**src/rtl/hmmm_pkg.sv**
```systemverilog
// hmmm_pkg: shared state, opcode, instruction-class and mux-select encodings for the HMMM controller
package hmmm_pkg;
  typedef logic [3:0] state_t;
  localparam state_t S_FETCH  = 4'd0;
  localparam state_t S_LOADIR = 4'd1;
  localparam state_t S_DECODE = 4'd2;
  localparam state_t S_EXEC   = 4'd3;
  localparam state_t S_MEMRD  = 4'd4;
  localparam state_t S_MEMWR  = 4'd5;
  localparam state_t S_WB     = 4'd6;
  localparam state_t S_IOIN   = 4'd7;
  localparam state_t S_IOOUT  = 4'd8;
  localparam state_t S_MDWAIT = 4'd9;
  localparam state_t S_HALT   = 4'd10;
  localparam logic [3:0] OP_SYS   = 4'h0;
  localparam logic [3:0] OP_SETN  = 4'h1;
  localparam logic [3:0] OP_LOADN = 4'h2;
  localparam logic [3:0] OP_STORN = 4'h3;
  localparam logic [3:0] OP_MEMR  = 4'h4;
  localparam logic [3:0] OP_ADDN  = 4'h5;
  localparam logic [3:0] OP_ADD   = 4'h6;
  localparam logic [3:0] OP_SUB   = 4'h7;
  localparam logic [3:0] OP_MUL   = 4'h8;
  localparam logic [3:0] OP_DIV   = 4'h9;
  localparam logic [3:0] OP_MOD   = 4'hA;
  localparam logic [3:0] OP_JUMPN = 4'hB;
  localparam logic [3:0] OP_JEQZN = 4'hC;
  localparam logic [3:0] OP_JNEZN = 4'hD;
  localparam logic [3:0] OP_JGTZN = 4'hE;
  localparam logic [3:0] OP_JLTZN = 4'hF;
  typedef enum logic [4:0] {
    C_HALT, C_NOP, C_READ, C_WRITE, C_JUMPR, C_SETN, C_LOADN, C_STOREN,
    C_LOADR, C_STORER, C_ADDN, C_ADD, C_SUB, C_NEG, C_MUL, C_DIV, C_MOD,
    C_JUMPN, C_CALLN, C_JEQZN, C_JNEZN, C_JGTZN, C_JLTZN, C_ILLEGAL
  } cls_t;
  localparam logic [1:0] PC_INC = 2'd0;
  localparam logic [1:0] PC_IMM = 2'd1;
  localparam logic [1:0] PC_RX  = 2'd2;
  localparam logic [1:0] MA_PC  = 2'd0;
  localparam logic [1:0] MA_IMM = 2'd1;
  localparam logic [1:0] MA_RY  = 2'd2;
  localparam logic [1:0] B_RY   = 2'd0;
  localparam logic [1:0] B_RX   = 2'd1;
  localparam logic [1:0] B_ZERO = 2'd2;
  localparam logic [2:0] WD_ALU = 3'd0;
  localparam logic [2:0] WD_IMM = 3'd1;
  localparam logic [2:0] WD_MEM = 3'd2;
  localparam logic [2:0] WD_IO  = 3'd3;
  localparam logic [2:0] WD_MD  = 3'd4;
  localparam logic [2:0] WD_PC  = 3'd5;
  localparam logic [1:0] MD_MUL = 2'd0;
  localparam logic [1:0] MD_DIV = 2'd1;
  localparam logic [1:0] MD_MOD = 2'd2;
endpackage

```
**src/rtl/hmmm_decoder.sv**
```systemverilog
// hmmm_decoder: classifies an HMMM instruction word (instr in; cls, rx_zero out)
module hmmm_decoder import hmmm_pkg::*; (
  input  logic [15:0] instr,
  output cls_t        cls,
  output logic        rx_zero
);
  logic [3:0] lo;
  assign rx_zero = instr[11:8] == 4'h0;
  assign lo = instr[3:0];
  always_comb begin
    cls = C_ILLEGAL;
    case (instr[15:12])
      OP_SYS:   cls = instr[7:4] != 4'h0 ? C_ILLEGAL :
                      lo == 4'h0 ? (rx_zero ? C_HALT : C_ILLEGAL) :
                      lo == 4'h1 ? C_READ : lo == 4'h2 ? C_WRITE :
                      lo == 4'h3 ? C_JUMPR : C_ILLEGAL;
      OP_SETN:  cls = C_SETN;
      OP_LOADN: cls = C_LOADN;
      OP_STORN: cls = C_STOREN;
      OP_MEMR:  cls = lo == 4'h0 ? C_LOADR : lo == 4'h1 ? C_STORER : C_ILLEGAL;
      OP_ADDN:  cls = C_ADDN;
      OP_ADD:   cls = instr == 16'h6000 ? C_NOP : C_ADD;
      OP_SUB:   cls = instr[7:4] == 4'h0 ? C_NEG : C_SUB;
      OP_MUL:   cls = C_MUL;
      OP_DIV:   cls = C_DIV;
      OP_MOD:   cls = C_MOD;
      OP_JUMPN: cls = rx_zero ? C_JUMPN : C_CALLN;
      OP_JEQZN: cls = C_JEQZN;
      OP_JNEZN: cls = C_JNEZN;
      OP_JGTZN: cls = C_JGTZN;
      OP_JLTZN: cls = C_JLTZN;
    endcase
  end
endmodule

```
**src/rtl/hmmm_controller.sv**
```systemverilog
// hmmm_controller: multicycle control FSM driving every HMMM datapath enable/select from state and decoded IR
module hmmm_controller import hmmm_pkg::*; #(
  parameter int MD_TIMEOUT = 64
) (
  input  logic        clk,
  input  logic        reset,
  input  logic [15:0] instr,
  input  logic        rxZero,
  input  logic        rxNeg,
  output logic        irWrite,
  output logic        pcEn,
  output logic [1:0]  pcSrc,
  output logic        memRead,
  output logic        memWrite,
  output logic [1:0]  memAddrSel,
  output logic        aluCtrl,
  output logic        aluASel,
  output logic [1:0]  aluBSel,
  output logic        regWrite,
  output logic [2:0]  wdSel,
  output logic        inReq,
  input  logic        inValid,
  output logic        outValid,
  input  logic        outReady,
  output logic        mdStart,
  output logic [1:0]  mdOp,
  input  logic        mdDone,
  output logic        halted,
  output logic        fault
);
  state_t state_q, state_d;
  logic [15:0] cnt_q, cnt_d;
  logic fault_q, fault_d;
  cls_t cls;
  logic rx_zero, md, ld, st, ind, jmp, go, md_to;
  logic [2:0] wb_sel;
  hmmm_decoder u_dec (.instr(instr), .cls(cls), .rx_zero(rx_zero));
  assign md = cls inside {C_MUL, C_DIV, C_MOD};
  assign ld = cls inside {C_LOADN, C_LOADR};
  assign st = cls inside {C_STOREN, C_STORER};
  assign ind = cls inside {C_LOADR, C_STORER};
  assign jmp = cls inside {C_JUMPN, C_JUMPR, C_JEQZN, C_JNEZN, C_JGTZN, C_JLTZN};
  assign go = cls inside {C_JUMPN, C_JUMPR, C_CALLN} ||
              (cls == C_JEQZN && rxZero) || (cls == C_JNEZN && !rxZero) ||
              (cls == C_JGTZN && !rxZero && !rxNeg) || (cls == C_JLTZN && rxNeg);
  assign wb_sel = cls == C_SETN ? WD_IMM : ld ? WD_MEM : md ? WD_MD : cls == C_CALLN ? WD_PC : WD_ALU;
  assign fault = fault_q;
  always_comb begin
    state_d = state_q;
    cnt_d = 16'd0;
    fault_d = fault_q;
    md_to = 1'b0;
    irWrite = 1'b0;
    pcEn = 1'b0;
    pcSrc = PC_INC;
    memRead = 1'b0;
    memWrite = 1'b0;
    memAddrSel = MA_PC;
    aluCtrl = 1'b0;
    aluASel = 1'b0;
    aluBSel = B_RY;
    regWrite = 1'b0;
    wdSel = WD_ALU;
    inReq = 1'b0;
    outValid = 1'b0;
    mdStart = 1'b0;
    mdOp = MD_MUL;
    halted = 1'b0;
    case (state_q)
      S_FETCH: begin
        memRead = 1'b1;
        state_d = S_LOADIR;
      end
      S_LOADIR: begin
        irWrite = 1'b1;
        pcEn = 1'b1;
        state_d = S_DECODE;
      end
      S_DECODE: begin
        mdStart = md;
        mdOp = cls == C_DIV ? MD_DIV : cls == C_MOD ? MD_MOD : MD_MUL;
        fault_d = fault_q | cls == C_ILLEGAL;
        state_d = cls inside {C_HALT, C_ILLEGAL} ? S_HALT : cls == C_NOP ? S_FETCH :
                  cls == C_READ ? S_IOIN : cls == C_WRITE ? S_IOOUT : md ? S_MDWAIT : S_EXEC;
      end
      S_EXEC: begin
        aluCtrl = cls inside {C_SUB, C_NEG};
        aluASel = cls == C_ADDN;
        aluBSel = cls == C_NEG ? B_ZERO : cls == C_ADDN ? B_RX : B_RY;
        pcEn = go;
        pcSrc = !go ? PC_INC : cls == C_JUMPR ? PC_RX : PC_IMM;
        state_d = ld ? S_MEMRD : st ? S_MEMWR : jmp ? S_FETCH : S_WB;
      end
      S_MEMRD: begin
        memRead = 1'b1;
        memAddrSel = ind ? MA_RY : MA_IMM;
        state_d = S_WB;
      end
      S_MEMWR: begin
        memWrite = 1'b1;
        memAddrSel = ind ? MA_RY : MA_IMM;
        state_d = S_FETCH;
      end
      S_WB: begin
        regWrite = !rx_zero;
        wdSel = wb_sel;
        state_d = S_FETCH;
      end
      S_IOIN: begin
        inReq = 1'b1;
        regWrite = inValid && !rx_zero;
        wdSel = inValid ? WD_IO : WD_ALU;
        state_d = inValid ? S_FETCH : S_IOIN;
      end
      S_IOOUT: begin
        outValid = 1'b1;
        state_d = outReady ? S_FETCH : S_IOOUT;
      end
      S_MDWAIT: begin
        cnt_d = cnt_q + 16'd1;
        md_to = MD_TIMEOUT != 0 && cnt_d == 16'(MD_TIMEOUT);
        fault_d = fault_q | (md_to && !mdDone);
        state_d = mdDone ? S_WB : md_to ? S_HALT : S_MDWAIT;
      end
      S_HALT: halted = 1'b1;
      default: begin
        fault_d = 1'b1;
        state_d = S_HALT;
      end
    endcase
  end
  always_ff @(posedge clk) begin
    if (reset) begin
      state_q <= S_FETCH;
      cnt_q <= 16'd0;
      fault_q <= 1'b0;
    end else begin
      state_q <= state_d;
      cnt_q <= cnt_d;
      fault_q <= fault_d;
    end
  end
endmodule

```
**config.mk**
```make
export PLATFORM = sky130hd
export DESIGN_NAME = hmmm_controller
export DESIGN_NICKNAME = d
export VERILOG_FILES = /design/src/rtl/hmmm_pkg.sv /design/src/rtl/hmmm_decoder.sv /design/src/rtl/hmmm_controller.sv
export SDC_FILE = /design/constraint.sdc
export NUM_CORES = 1
export LEC_CHECK = 0
export CAP_MARGIN = 20
export CORE_MARGIN = 1.5
export CORE_UTILIZATION = 46
export CTS_CLUSTER_DIAMETER = 100
export DETAILED_ROUTE_END_ITERATION = 6
export PLACE_DENSITY = 0.8
export SLEW_MARGIN = 20
export SYNTH_ARGS = -nofsm -noshare
export SYNTH_HDL_FRONTEND = slang
export SYNTH_SLANG_ARGS = --single-unit
export TNS_END_PERCENT = 1
```
**constraint.sdc**
```tcl
create_clock -name clk -period 2.8 [get_ports clk]
set_input_delay 0.56 -clock clk [delete_from_list [all_inputs] [get_ports clk]]
set_output_delay 0.56 -clock clk [all_outputs]
set_load 0.01 [all_outputs]
```
==> results.txt <==
The origin of the worst min-delay path is fault$_SDFFE_PP0N_. The H-tree depth came out at 1. The weighted congestion at the end of routability-driven global placement is 0.9967. The hold violation count in the final report is 0. The number of sinks handled by clock tree synthesis came out at 21. Counting instances, the worst hold path has a depth of 2. The pre-antenna-repair detailed-routing pass consisted of 5 iterations. The number of max-capacitance violations reported is 0. The floorplan step defined a core boundary enclosing 0.004086 sq mm. The share of async-settable or async-resettable flops after synthesis came out at 0. The most frequent standard cell in the layout excluding fill and tap cells is sky130_fd_sc_hd__buf_4. The total standard cell area after synthesis is 0.001986 sq mm. The startpoint identified for the worst register-to-register timing path is cnt_q[0]$_SDFF_PP0_.

The cell row count came out at 23. Power comes to 0.001221 W. The number of distinct library cell variants in the gate-level netlist after synthesis is 57. The switching power is 0.0004752 W. The aggregate routed wire length came out at 7704 um. Measured in cells, the most critical reg-to-reg path has a length of 8. The count of final setup violators is 10. The run finished, with violations left. The cell-internal power is 0.0007457 W. For met3 alone, demand over resource in global routing was 0.05682. The number of I/O pins is 46. The post-route worst setup slack is -0.5159 ns.

For this run, the post-layout net count is 421. The sum of overflow across all layers after global routing is 0. The sum of negative setup slack is -3.459 ns. The worst-skew pair later-pin latency is 0.26 ns. Counting tap cells, the placed design contains a total of 432 instances. The smallest clock period supported by the final layout is computed as 3.316 ns. The global-route wire length before repair came out at 11180 um.

The area added between synthesis and finish came out at 61.63%. The number of vias per cell came out at 6.213. The initial antenna violation count is 0. The measured slew at the worst slew-check pin came out at 0.5539 ns.

The fill cell total of the finished layout is 276. For this run, the total global-route usage over all layers was measured as 0.3114. Clock tree synthesis selected as its root buffer the cell sky130_fd_sc_hd__clkbuf_8.

The initial core utilization came out at 0.4859. Counting every instance in the synthesized netlist gives 280. The final reports fail on setup timing. The part of the power in combinational logic is 0.551. The number of design rule violations left after detail routing came out at 0.

The worst setup path is of the in2out kind. The worst clock skew came out at 0.01235 ns. The share of total power dissipated in the clock network is 0.165. The number of CTS-inserted buffers is 3.

The hold buffer count at cts is 0. In the layout the commonest cells are sky130_fd_sc_hd__buf_4, sky130_fd_sc_hd__nor2_1, sky130_fd_sc_hd__dfxtp_1, sky130_fd_sc_hd__nand2_1, sky130_fd_sc_hd__clkdlybuf4s50_1. The leakage power of the design is 1.303 nW. The net switching fraction of the power came out at 0.3892. The first routing iteration left 246 violations. The final routed wire length divided by cell count came out at 17.27 um. The net count of the mapped netlist is 304. The post-synthesis sequential area ratio came out at 0.2117. The ratio of total power to cell area is 380.4 mW/mm^2. The number of standard cells in the final layout excluding fillers is 446. The synthesis-stage register bit count came out at 21. The number of enable-type register cells in the synthesized netlist is 0. After global routing, the most crowded layer is met2. The width of the die is 68.70 um.

The antenna cell count came out at 0. The number of routed nets with antenna violations is 0. The critical path starts at instr[11]. The path class of the tightest hold or removal check is reg2reg. The via count of the first global-routing pass is 2446. The biggest fanout along the worst timing path is 5. The routed layout has 2771 vias.

In this run the vertical extent of the chip is 68.70 um. The max-slew violation total from the final report is 0. Measured against its own limit, the worst slew margin works out to 0.6274. Setup repair after global routing could not meet its margin everywhere. Port buffering added 45 buffers. The fraction of layout cells with a size suffix above 1 is 0.3662. The wire-length estimate of the detail-placed layout is 5021 um.

The worst vdd rail ir drop came out at 0.0003368 V. For this run, the leading register cell type out of synthesis is sky130_fd_sc_hd__dfxtp_1. In this run the deepest clock path goes through 2 buffers. The pin count of the biggest net entering global routing came out at 17. The global routing met1 resource utilization is 0.3725. The worst setup path is launched from a primary input. TritonCTS built the clock tree. STA classifies the critical path endpoint as a primary output.

The critical path data required time is 2.24 ns. For this run, the number of Yosys warnings is 0. The maximum frequency from static timing analysis is 301.6 MHz. The sequential power share is 0.284. The global routing usage on met2 came out at 0.5325.

A synthesized cell averages 7.092 sq um. Dividing the final minimum period by the clock period gives 1.184. The die covers 0.004720 sq mm.

The clock-pin slew on the worst setup and hold paths came out at 0.09 ns. The data arrival time of the critical path came out at 2.76 ns.
## metrics by stage
stage | area (sq um) | util | hold WS [ns] | setup slack [ns]
after CTS | 3161 | 0.7734 | 0.4550 | -0.5520
final | 3209 | 0.7854 | 0.4542 | -0.5159
after global routing | 3209 | 0.7854 | 0.4851 | -0.5939
after detailed placement | 2968 | 0.7263 | 0.4434 | -1.206
after floorplan | 1989 | - | 0.4175 | -0.1854
after global placement | 2968 | 0.7263 | 0.4296 | -1.172
## registers in the layout, indices dropped and copies added, names as in the netlist
register	flops
cnt_q	16
fault	1
state_q	4
## power by group through the flow
stage,combinational (W),sequential (W),clock (W)
2_1_floorplan,0.000313,0.000343,0
3_3_place_gp,0.000587,0.000350,0
3_5_place_dp,0.000594,0.000352,0
4_1_cts,0.000622,0.000345,0.000200
5_1_grt,0.000715,0.000349,0.000212
6_report,0.000673,0.000347,0.000201
## final cells by class
type	count	area, sq um	area share
clock buffer	3	41.29	0.01287
tap	50	62.56	0.01949
inverter	6	22.52	0.007018
multi-input combinational	241	1652	0.5146
timing repair buffer	124	1006	0.3134
sequential	21	420.4	0.1310
clock inverter	1	5.005	0.001559
## synth_stat cells (5+ instances only)
| library cell | number | area share |
|---|---|---|
| sky130_fd_sc_hd__dfxtp_1 | 21 | 0.21 |
| sky130_fd_sc_hd__xor2_1 | 6 | 0.026 |
| sky130_fd_sc_hd__nor2b_1 | 6 | 0.019 |
| sky130_fd_sc_hd__nand3_1 | 14 | 0.035 |
| sky130_fd_sc_hd__nor2_1 | 42 | 0.079 |
| sky130_fd_sc_hd__a21oi_1 | 14 | 0.035 |
| sky130_fd_sc_hd__inv_1 | 6 | 0.011 |
| sky130_fd_sc_hd__a31oi_1 | 6 | 0.019 |
| sky130_fd_sc_hd__xnor2_1 | 8 | 0.035 |
| sky130_fd_sc_hd__nor3_1 | 18 | 0.045 |
| sky130_fd_sc_hd__o21ai_0 | 15 | 0.038 |
| sky130_fd_sc_hd__nand2b_1 | 12 | 0.038 |
| sky130_fd_sc_hd__or3_1 | 6 | 0.019 |
| sky130_fd_sc_hd__nor4_1 | 6 | 0.019 |
| sky130_fd_sc_hd__and3_1 | 5 | 0.016 |
| sky130_fd_sc_hd__clkbuf_1 | 7 | 0.013 |
| sky130_fd_sc_hd__nand2_1 | 19 | 0.036 |
## metal layers
| layer | vias to the layer above | share of wire |
|---|---|---|
| li1 | 1283 | - |
| met1 | 1300 | 0.41 |
| met2 | 156 | 0.47 |
| met3 | 32 | 0.074 |
| met4 | 0 | 0.039 |
| met5 | - | 0 |
## path summary, 6_finish.rpt
| check | to | slack [ns] |
|---|---|---|
| max | wdSel[1] | -0.52 |
| min | fault$_SDFFE_PP0N_ | 0.45 |
| max reg2reg | state_q[1]$_SDFFE_PP0N_ | 0.48 |
| min reg2reg | fault$_SDFFE_PP0N_ | 0.45 |
## cell families (layout without fill, tap and decap cells)
group / after synthesis / count (layout) / synth area share
xor gates and xnor gates: 14 / 14 / 0.06175
muxes: 1 / 1 / 0.005041
adders and majority gates: 1 / 1 / 0.006300
AOI/OAI and AO/OA: 69 / 69 / 0.2539
and+or+nand+nor: 156 / 156 / 0.4235
DFF: 21 / 21 / 0.2117
buffers and inverters: 18 / 134 / 0.03781
## critical path, stage by stage
cell and delay, ns:
sky130_fd_sc_hd__buf_6 0.09, sky130_fd_sc_hd__or4_4 0.59, sky130_fd_sc_hd__o311ai_4 0.34, sky130_fd_sc_hd__o211ai_1 0.16, sky130_fd_sc_hd__buf_4 0.17, sky130_fd_sc_hd__nor3_4 0.13
sky130_fd_sc_hd__mux2i_1 0.10, sky130_fd_sc_hd__or3_1 0.35, sky130_fd_sc_hd__a21oi_2 0.14, sky130_fd_sc_hd__buf_2 0.13
## what timing repair did
item / 4_1_cts / 5_1_grt
pin swaps: 19 / 12
setup buffers: 8 / 2
setup endpoints to repair: 20 / 18
gates cloned: 1 / 0
gates resized for setup: 90 / 41
No activity file was read; power rests on OpenSTA's default activity.
